## config.mk

```make
export PLATFORM = sky130hd
export DESIGN_NAME = mem_arbiter
export DESIGN_NICKNAME = d
export VERILOG_FILES = /design/src/rtl/mem_arbiter.sv
export SDC_FILE = /design/constraint.sdc
export NUM_CORES = 1
export LEC_CHECK = 0
export CORE_MARGIN = 2
export CORE_UTILIZATION = 42
export DETAILED_ROUTE_END_ITERATION = 10
export GPL_ROUTABILITY_DRIVEN = 0
export PLACE_DENSITY = 0.81
export SLEW_MARGIN = 0
export SYNTH_ARGS = -nofsm -noshare
export SYNTH_HDL_FRONTEND = slang
export SYNTH_SLANG_ARGS = --single-unit
```

## constraint.sdc

```tcl
create_clock -name clk -period 2.4 [get_ports clk]
set_clock_uncertainty 0.15 [all_clocks]
set_input_delay 0.48 -clock clk [delete_from_list [all_inputs] [get_ports clk]]
set_output_delay 0.48 -clock clk [all_outputs]
set_load 0.02 [all_outputs]
```

## src/rtl/mem_arbiter.sv

```systemverilog
// Three-client memory bus arbiter: VGA-priority with a starvation cap, IF/D round-robin,
// one transaction in flight, tracked through mem_busy with a timeout.
module mem_arbiter #(
  parameter int VGA_MAX_STREAK = 4,
  parameter int TIMEOUT        = 64
) (
  input  logic        clk,
  input  logic        rst,
  input  logic        vga_req,
  input  logic [31:0] vga_adr,
  output logic        vga_ack,
  output logic [31:0] vga_rdata,
  input  logic        if_req,
  input  logic [31:0] if_adr,
  output logic        if_ack,
  output logic [31:0] if_rdata,
  input  logic        d_req,
  input  logic        d_we,
  input  logic [31:0] d_adr,
  input  logic [31:0] d_wdata,
  input  logic [3:0]  d_sel,
  output logic        d_ack,
  output logic [31:0] d_rdata,
  output logic        d_err,
  input  logic        mem_busy,
  input  logic [31:0] data_from_mem,
  output logic        mem_read,
  output logic        mem_write,
  output logic [31:0] adr_to_mem,
  output logic [31:0] data_to_mem,
  output logic [3:0]  sel_to_mem,
  output logic [1:0]  grant_id
);
  localparam int STK_W = $clog2(VGA_MAX_STREAK + 1);
  localparam int CNT_W = $clog2(TIMEOUT);
  localparam logic [STK_W-1:0] STK_MAX  = STK_W'(VGA_MAX_STREAK);
  localparam logic [CNT_W-1:0] CNT_LAST = CNT_W'(TIMEOUT - 1);
  localparam logic [1:0] G_NONE = 2'd0, G_VGA = 2'd1, G_IF = 2'd2, G_D = 2'd3;

  typedef enum logic [1:0] {S_IDLE, S_ISSUE, S_WAIT, S_DONE} state_t;
  state_t state_q, state_d;

  logic [1:0]       grant_id_q, grant_id_d;
  logic             mem_read_q, mem_read_d, mem_write_q, mem_write_d;
  logic [31:0]      adr_q, adr_d, wdata_q, wdata_d;
  logic [3:0]       sel_q, sel_d;
  logic             we_q, we_d, seen_q, seen_d;
  logic [CNT_W-1:0] cnt_q, cnt_d;
  logic [STK_W-1:0] streak_q, streak_d;
  logic             last_cpu_q, last_cpu_d;  // 1 = D was the last CPU winner
  logic             vga_ack_q, vga_ack_d, if_ack_q, if_ack_d, d_ack_q, d_ack_d, d_err_q, d_err_d;
  logic [31:0]      vga_rdata_q, vga_rdata_d, if_rdata_q, if_rdata_d, d_rdata_q, d_rdata_d;

  logic cpu_req, any_req, vga_win, if_win, d_win, d_wr, complete, expired;
  assign cpu_req  = if_req | d_req;
  assign any_req  = vga_req | cpu_req;
  assign vga_win  = vga_req && (!cpu_req || (streak_q < STK_MAX));
  assign if_win   = !vga_win && if_req && (!d_req || last_cpu_q);
  assign d_win    = !vga_win && !if_win && d_req;
  assign d_wr     = d_win && d_we;
  assign complete = seen_q && !mem_busy;
  assign expired  = !complete && (cnt_q == CNT_LAST);

  always_ff @(posedge clk) begin
    if (rst) state_q <= S_IDLE;
    else     state_q <= state_d;
  end

  always_comb begin
    state_d = state_q;
    case (state_q)
      S_IDLE:  if (any_req) state_d = S_ISSUE;
      S_ISSUE: state_d = S_WAIT;
      S_WAIT:  if (complete || expired) state_d = S_DONE;
      S_DONE:  state_d = S_IDLE;
      default: state_d = S_IDLE;
    endcase
  end

  always_comb begin
    grant_id_d  = grant_id_q;
    mem_read_d  = 1'b0;
    mem_write_d = 1'b0;
    adr_d       = adr_q;
    wdata_d     = wdata_q;
    sel_d       = sel_q;
    we_d        = we_q;
    seen_d      = seen_q;
    cnt_d       = cnt_q;
    streak_d    = streak_q;
    last_cpu_d  = last_cpu_q;
    vga_ack_d   = 1'b0;
    if_ack_d    = 1'b0;
    d_ack_d     = 1'b0;
    d_err_d     = 1'b0;
    vga_rdata_d = vga_rdata_q;
    if_rdata_d  = if_rdata_q;
    d_rdata_d   = d_rdata_q;
    case (state_q)
      S_IDLE: if (any_req) begin
        grant_id_d  = vga_win ? G_VGA : (if_win ? G_IF : G_D);
        adr_d       = vga_win ? vga_adr : (if_win ? if_adr : d_adr);
        we_d        = d_wr;
        mem_read_d  = !d_wr;
        mem_write_d = d_wr;
        sel_d       = d_win ? d_sel : 4'hF;
        wdata_d     = d_wr ? d_wdata : 32'h0;
        if (vga_win) begin
          if (streak_q != STK_MAX) streak_d = streak_q + 1'b1;
        end else begin
          streak_d   = '0;
          last_cpu_d = d_win;
        end
      end
      S_ISSUE: begin
        cnt_d  = '0;
        seen_d = 1'b0;
      end
      S_WAIT: begin
        cnt_d  = cnt_q + 1'b1;
        seen_d = seen_q | mem_busy;
        if (complete || expired) begin
          vga_ack_d = (grant_id_q == G_VGA);
          if_ack_d  = (grant_id_q == G_IF);
          d_ack_d   = (grant_id_q == G_D);
          d_err_d   = expired && (grant_id_q == G_D);
          if (complete && !we_q) begin
            case (grant_id_q)
              G_VGA:   vga_rdata_d = data_from_mem;
              G_IF:    if_rdata_d  = data_from_mem;
              G_D:     d_rdata_d   = data_from_mem;
              default: ;
            endcase
          end
        end
      end
      S_DONE: begin
        grant_id_d = G_NONE;
        adr_d      = 32'h0;
        wdata_d    = 32'h0;
        sel_d      = 4'h0;
        we_d       = 1'b0;
      end
      default: ;
    endcase
  end

  always_ff @(posedge clk) begin
    if (rst) begin
      grant_id_q  <= G_NONE;
      mem_read_q  <= 1'b0;
      mem_write_q <= 1'b0;
      adr_q       <= 32'h0;
      wdata_q     <= 32'h0;
      sel_q       <= 4'h0;
      we_q        <= 1'b0;
      seen_q      <= 1'b0;
      cnt_q       <= '0;
      streak_q    <= '0;
      last_cpu_q  <= 1'b1;
      vga_ack_q   <= 1'b0;
      if_ack_q    <= 1'b0;
      d_ack_q     <= 1'b0;
      d_err_q     <= 1'b0;
      vga_rdata_q <= 32'h0;
      if_rdata_q  <= 32'h0;
      d_rdata_q   <= 32'h0;
    end else begin
      grant_id_q  <= grant_id_d;
      mem_read_q  <= mem_read_d;
      mem_write_q <= mem_write_d;
      adr_q       <= adr_d;
      wdata_q     <= wdata_d;
      sel_q       <= sel_d;
      we_q        <= we_d;
      seen_q      <= seen_d;
      cnt_q       <= cnt_d;
      streak_q    <= streak_d;
      last_cpu_q  <= last_cpu_d;
      vga_ack_q   <= vga_ack_d;
      if_ack_q    <= if_ack_d;
      d_ack_q     <= d_ack_d;
      d_err_q     <= d_err_d;
      vga_rdata_q <= vga_rdata_d;
      if_rdata_q  <= if_rdata_d;
      d_rdata_q   <= d_rdata_d;
    end
  end

  assign grant_id    = grant_id_q;
  assign mem_read    = mem_read_q;
  assign mem_write   = mem_write_q;
  assign adr_to_mem  = adr_q;
  assign data_to_mem = wdata_q;
  assign sel_to_mem  = sel_q;
  assign vga_ack     = vga_ack_q;
  assign if_ack      = if_ack_q;
  assign d_ack       = d_ack_q;
  assign d_err       = d_err_q;
  assign vga_rdata   = vga_rdata_q;
  assign if_rdata    = if_rdata_q;
  assign d_rdata     = d_rdata_q;
endmodule
```

==> results of run 1 <==
## registers in the layout, summed over array words and instances, names as in the netlist, 2 cells and up
register / cells
d_rdata: 32
vga_rdata: 32
grant_id: 2
state_q: 2
if_rdata: 32
sel_to_mem: 4
cnt_q: 6
data_to_mem: 32
adr_to_mem: 32
streak_q: 3
## Yosys cell counts (all sizes together) (6+ instances only)
cell type	instances
dfxtp	186
inv	41
nor3	6
o2bb2ai	32
buf	13
o21ai	72
clkbuf	51
a22o	33
ha	6
o211a	32
a21oi	105
nor2	15
nand2	206
## metrics by stage
| step | instances | instance area, um2 | hold WS, ns |
|---|---|---|---|
| 6_report | 1400 | 11800 | 0.1725 |
| 5_1_grt | 1400 | 11800 | 0.1612 |
| 4_1_cts | 1399 | 11800 | 0.1513 |
| 3_5_place_dp | 1367 | 11210 | 0.2962 |
| 3_3_place_gp | 1367 | 11210 | 0.2883 |
| 2_1_floorplan | 843 | 7442 | 0.3087 |
## area by class of cell
cell class,instances,area [um2],share of cell area
repair buffers,363,3766,0.3191
flip-flops and latches,186,3724,0.3155
multi-input cells,552,3284,0.2783
clock buffers,18,439.2,0.03721
well taps,225,281.5,0.02385
inverters,41,153.9,0.01304
clock inverters,14,150.1,0.01272
diodes,1,2.502,0.0002120
## cell families after synthesis
| logic type | share of synthesized area |
|---|---|
| buffers and inverters | 0.06170 |
| AO/OA/AOI/OAI | 0.2819 |
| AND/OR/NAND/NOR | 0.1372 |
| adder cells (fa/ha/maj) | 0.01009 |
| multiplexers | 0.004035 |
| XOR/XNOR | 0.004708 |
| flip-flops | 0.5003 |
## per-layer routing
metal | vias up | part of all wire
met5 | - | 0
met1 | 3458 | 0.42
li1 | 3529 | -
met4 | 0 | 0.040
met3 | 64 | 0.069
met2 | 294 | 0.47
## power breakdown
group	internal, uW	switching, uW	total [uW]
Combinational	1190	1330	2520
Sequential	3390	242	3630
Clock	1500	1310	2810
## how the worst max path moves through the flow
stage                                         from                     endpoint  cells past startpoint
after floorplan                             if_req   adr_to_mem[0]$_SDFFE_PP0P_                      7
after global placement                       d_req  adr_to_mem[26]$_SDFFE_PP0P_                      6
after detailed placement                    if_req  adr_to_mem[26]$_SDFFE_PP0P_                      6
after CTS                 grant_id[1]$_SDFFE_PP0P_                  grant_id[1]                      1
after global routing      grant_id[1]$_SDFFE_PP0P_                  grant_id[1]                      1
final                     grant_id[1]$_SDFFE_PP0P_                  grant_id[1]                      1
## layout by cell type, fill, tap and decap left out, drive strengths merged, types with 6 or more instances in the layout
| cell | synthesis | layout |
|---|---|---|
| a21oi | 105 | 105 |
| a22o | 33 | 33 |
| buf | 13 | 22 |
| clkbuf | 51 | 18 |
| clkdlybuf4s50 | 0 | 341 |
| dfxtp | 186 | 186 |
| ha | 6 | 6 |
| inv | 41 | 49 |
| nand2 | 206 | 206 |
| nor2 | 15 | 15 |
| nor3 | 6 | 6 |
| o211a | 32 | 32 |
| o21ai | 72 | 72 |
| o2bb2ai | 32 | 32 |
==> flow_results.org, run 1 <==
** Status
- Run status :: complete, no violations

** STA
- Final period util :: 0.9378
- Worst-margin pin slew :: 0.4751 ns
- Summed over all failing endpoints, the final setup total negative slack is 0 ns.
- The routed design could run at a clock period as short as 2.251 ns.
- Endpoints failing setup :: 0
- Final hold violations :: 0
- Peak clock frequency supported by timing :: 444.3 MHz
- After layout, the worst setup slack is about 0.15 ns.
- Setup repair after global routing left no endpoint under its margin.
- In this run the tightest slew margin relative to its limit is 0.6833.
- The total count of max-transition violations in the final report came to 0.

** Layout
- Post-Route Utilization :: 0.6823
- Layout fillers :: 1,398
- Net count of the finished layout :: 1,338
- Area added between synthesis and finish :: 58.57%
- Fraction of final layout cells sized beyond drive strength 1 :: 0.07922

** Setup path
- Worst Path Buf+Inv :: 1
- Setup crit start kind :: flop
- Critical Path, Cell by Cell :: clkdlybuf4s50_1
- The worst setup path is of the reg -> out kind.
- The worst register-to-register path begins at state_q[0]$_SDFFE_PP0P_.
- Data on the critical path is required at its endpoint by approximately 1.8 ns.
- The number of cells on the worst reg-to-reg path is 7.
- Arrival time reported for the critical path endpoint :: 1.62 ns
- Crit-path max cell delay :: 0.68 ns
- Top fanout value on the critical path :: 9
- Among cell families on the critical path, the largest total delay comes from buffers and inverters.
- Critical Path End Type :: output port
- The worst register-to-register path ends at sel_to_mem[1]$_SDFFE_PP0P_.
- Setup slack of the most critical reg-to-reg path :: 0.37 ns
- Among all stages on the critical path, the largest delay is contributed by sky130_fd_sc_hd__clkdlybuf4s50_1.

** Power
- Total leakage power :: 0.004411 uW
- Power density over the cells :: 759.7 nW/um2
- VDD sags by at most 0.5339 mV.
- Overall power consumption :: 8966 uW

** Routing
- Average detailed-routed wire length per instance :: between 15 and 20 um
- Detailed-route vias per instance :: between 5 and 6
- Count of unresolved DRC violations after routing :: 0
- The pre-antenna-repair detailed-routing pass consisted of 5 iterations.
- The final layout contains routed wiring with a total length of 24,920 um.
- Drt first-iter violations :: 448
- Once detail routing completed, the nets flagged for antenna violations numbered 0.
- Via count :: 7,345

** Clock network
- CTS tree :: done
- For the worst-skew pair, the clock arrives at the later sink with an insertion delay of about 0.43 ns.
- Number of hold buffers added after cts :: 0
- Post-CTS setup buffer count :: 0
- Maximum clock path buffer count :: 2
- Clock-pin slew was measured on the worst setup and hold paths at ~0.07 ns.
- In this run, post-CTS repair resized a total of 0 instances.
- Clock tree synthesis selected as its root buffer the cell sky130_fd_sc_hd__clkbuf_16.
- In this run, CTS created clock tree buffers numbering 17.
- Count of clock tree sinks :: 186
- Max H-tree Level :: 4

** Global route
- The via count of the first global-routing pass came to 6,939.
- M3 GR Usage :: 0.07000
- For met1 alone, demand over resource in global routing was 0.3305.
- Remaining Overflow, GRT :: 0
- For this run, the total global-route usage over all layers was measured as 0.2601.
- Entering global routing, the biggest net connects 105 pins.
- The first global-routing pass estimated 37,560 um of wire.
- GR Util met2 :: 0.4138
- The number of antenna violations at the first check in global routing was 1.
- Layer with the highest usage :: met2

** Logic synthesis
- Of all flip-flops after synthesis, the portion carrying an async set or reset was 0.
- The Yosys step of the flow raised 0 warnings.
- Top flip-flop cell by instance count after synthesis :: sky130_fd_sc_hd__dfxtp_1
- Library cell occupying the most area in the post-synthesis netlist :: sky130_fd_sc_hd__dfxtp_1
- Mapped Avg Cell Area :: 8.828 um2
- Count of flip-flops with a built-in enable after synthesis :: 0
- Largest cells by area after synthesis :: sky130_fd_sc_hd__dfxtp_1 (50%), sky130_fd_sc_hd__nand2_1 (10%), sky130_fd_sc_hd__a21oi_1 (7.1%), sky130_fd_sc_hd__o2bb2ai_2 (6.1%), sky130_fd_sc_hd__o21ai_0 (4.8%)
- Post-Synthesis Net Count :: 1,020
- In this run the cell area of the synthesized design comes to 7442 um2.
- Of the synthesized area, sequential elements account for 0.5003.
- In this run, synthesis produced a sequential element count of 186.
- Share of the synthesized area in the top cell type :: 0.5003
- Yosys mapped the design onto 46 distinct sky130hd cell types.
- After technology mapping, the gate count stands at 843.

** Die
- Measured along the x axis, the die boundary spans about 140 um.
- In this run the count of I/O pins placed on the die edge is 343.
- Vertical extent of the die :: ~140 um
- The region available for standard cell placement spans around 17,000 um2.
- For this configuration, the core starts out at a cell density of 0.4303.
- The die covers 18,800 um2.
- The floorplan has 48 rows.

** Min path
- Critical hold path startpoint :: rst
- Worst hold path class :: in -> reg
- Hold Path End :: streak_q[1]$_SDFFE_PP0P_
- Count of cells along the worst hold path :: 2

** Placed design
- Pre-CTS setup slack :: 0.04543 ns
- Port Buffer Count :: roughly 340
- HPWL Detailed :: 17,350 um

** Flow run
- Across the run, the number of max-cap violations was 0.
No activity file was read; power rests on OpenSTA's default activity.
==> run 2, diff against run 1 <==
Settings changed: SETUP_SLACK_MARGIN set to 0.3.
==> flow_results.org, run 2 (synthesis gave the netlist of run 1 again) <==
** Routing
- Detailed-route vias per instance :: 5.216 (-0.59%)
- Detailed Route WL :: 24,950 um (+0.11%)
- The iteration count of the initial detailed-routing pass was 5 (unchanged).
- The post-route DRC violation count is 0 (unchanged).
- Drt first-iter violations :: 457 (+2.0%)
- Via count :: 7,302 (-0.59%)
- Antenna violation net count after detailed routing :: 0 (unchanged)
- The detail-routed net length per standard cell is 17.82 um (+0.11%).

** Layout
- Final Non-Filler Cells :: 1,400 (unchanged)
- Top library cells by usage in the layout, fill and taps aside :: sky130_fd_sc_hd__clkdlybuf4s50_1 (325), sky130_fd_sc_hd__nand2_1 (206), sky130_fd_sc_hd__dfxtp_1 (186)
- Area added between synthesis and finish :: 58.84%
- Net count of the finished layout :: 1,338 (unchanged)
- Most common cell after layout, fill and taps aside :: sky130_fd_sc_hd__clkdlybuf4s50_1
- Fraction of final layout cells sized beyond drive strength 1 :: 0.08007 (+0.0008518)
- The final-layout fill cell count came to 1,395 (-0.21%).

** Min path
- In this run the most critical hold path is launched from rst.
- The path class of the tightest hold or removal check is in -> reg.

** STA
- Final hold violations :: 0 (unchanged)
- The final setup violation count was 0 (unchanged).
- Final setup slack of the worst path :: 0.3369 ns (+0.1876 ns)
- The total count of max-transition violations in the final report came to 0 (unchanged).
- Peak clock frequency supported by timing :: 484.7 MHz (+9.1%)
- The aggregate negative setup slack came to 0 ns (unchanged).
- Worst-margin pin slew :: 0.4770 ns (+0.001924 ns)
- Hold slack :: 0.1691 ns (-0.003404 ns)
- Relative slew slack :: 0.6820 (-0.001283)
- Final period util :: 0.8596 (-0.07818)
- Post-layout min period :: 2.063 ns (-0.1876 ns)
- Setup repair after global routing missed its margin :: false

** Clock network
- The clock insertion delay at the later pin of the skew report came to 0.43 ns (about the same).
- Root cell of the clock tree :: sky130_fd_sc_hd__clkbuf_16
- The number of clock buffers inserted by TritonCTS was 17 (unchanged).
- Number of hold buffers added after cts :: 0 (unchanged)
- TritonCTS built the clock tree.
- Reg clk slew, reported paths :: 0.08 ns (about the same)
- The clock sink count came to 186 (unchanged).
- Max H-tree Level :: 4 (unchanged)
- Post-CTS setup buffer count :: 0 (unchanged)
- The maximum count of clock buffers along a single path is 2 (unchanged).

** Setup path
- The required time at the endpoint of the critical path is 1.77 ns (about the same).
- The critical path starts at adr_to_mem[11]$_SDFFE_PP0P_.
- Arrival time reported for the critical path endpoint :: 1.43 ns (-0.19 ns)
- The worst setup path is launched from a flop.
- By startpoint and endpoint, the worst setup path is classified as reg -> out.
- The startpoint identified for the worst register-to-register timing path is state_q[0]$_SDFFE_PP0P_.
- Critical Path End Type :: output port
- Among all stages on the critical path, the largest delay is contributed by sky130_fd_sc_hd__clkdlybuf4s50_1.
- Family of cells with the greatest summed delay on the critical path :: buffers and inverters
- Worst Path Buf+Inv :: 1 (unchanged)
- The maximum fanout along the worst path came to 2 (-7).
- The signal on the critical path passes through clkdlybuf4s50_1.
- The worst stage delay on the critical path was 0.64 ns (-0.04 ns).

** Placed design
- HPWL Detailed :: 17,350 um (unchanged)
- Cell count after placement :: 1,367 (unchanged)
- Port Buffer Count :: 342 (unchanged)
- The worst-case setup slack after placement came to 0.04543 ns (unchanged).

** Global route
- Number of antenna violations at the first check in global routing :: 1 (unchanged)
- The wire length of the first global-routing pass came to 37,540 um (about the same).
- Number of global-route vias before repair :: 6,952 (+0.19%)
- Remaining Overflow, GRT :: 0 (unchanged)
- The pin count of the biggest net entering global routing is 105 (unchanged).
- GRT Overall Usage :: 0.2600 (about the same)

** Die
- Die span in x :: 137.1 um (unchanged)
- The core area is 17,300 um2 (unchanged).
- Die footprint :: 18,800 um2 (unchanged)
- Effective utilization at floorplan :: 0.4303 (unchanged)
- The standard-cell row count was 48 (unchanged).
- Total I/O pin count :: 343 (unchanged)
- The chip height came to 137.1 um (unchanged).

** Power
- Power density over the cells :: 755.7 nW/um2 (-0.52%)
- Worst IR Drop VDD :: 0.5361 mV (+0.41%)
- Total leakage power :: 0.004593 uW (+4.1%)

** Status
- Run status :: complete, no violations

** Flow run
- The total of max-cap violations is 0 (unchanged).
## run 2: cell types whose count changed in the layout (fill, tap and decap cells not counted)
| cell | change |
|---|---|
| sky130_fd_sc_hd__dlygate4sd2_1 | +6 |
| sky130_fd_sc_hd__nor2_2 | +1 |
| sky130_fd_sc_hd__nor2_1 | -1 |
| sky130_fd_sc_hd__clkdlybuf4s50_1 | -16 |
| sky130_fd_sc_hd__dlymetal6s2s_1 | +10 |
## run 2: path summary, 6_finish.rpt
path                                                     end  slack (ns)  depth (start not counted)
worst max register to register  data_to_mem[12]$_SDFFE_PP0P_        0.42                          7
worst min-delay path                streak_q[1]$_SDFFE_PP0P_        0.17                          2
worst max-delay path                          adr_to_mem[11]        0.34                          1
worst min register to register     if_rdata[19]$_SDFFE_PP0P_        0.30                          2
## run 2: stage by stage
step                      utilization  total power [uW]  cell area, um2
final                          0.6834              8934           11820
after CTS                      0.6817              8992           11790
after global placement         0.6481              6151           11210
after detailed placement       0.6481              6200           11210
after floorplan                     -              4984            7442
after global routing           0.6834              9291           11820
## run 2: metal layers
| layer | vias up | GRT usage | wire (um) |
|---|---|---|---|
| met2 | 275 | 0.4129 | 11690 |
| li1 | 3528 | - | - |
| met1 | 3431 | 0.3272 | 10530 |
| met3 | 68 | 0.07148 | 1676 |
| met5 | - | 0 | 0 |
| met4 | 0 | 0.1214 | 1048 |
## run 2: repair_timing
action	4_1_cts	5_1_grt
gates resized for setup	6	11
cloned	0	0
setup endpoints to repair	6	15
hold endpoints to repair	0	0
## run 2: layout make-up
type / count / area (um2) / share of cell area
Tap cell: 225 / 281.5 / 0.02381
Multi-Input combinational cell: 552 / 3287 / 0.2780
Antenna cell: 1 / 2.502 / 0.0002117
Inverter: 41 / 153.9 / 0.01302
Timing Repair Buffer: 363 / 3784 / 0.3201
Clock buffer: 18 / 439.2 / 0.03715
Sequential cell: 186 / 3724 / 0.3150
Clock inverter: 14 / 150.1 / 0.01270
## run 2: power by group
part	internal [uW]	leakage [uW]	switching, uW
logic	1160	0.00280	1330
registers	3390	0.00151	241
clock network	1500	0.000285	1310
total	6050	0.00459	2880
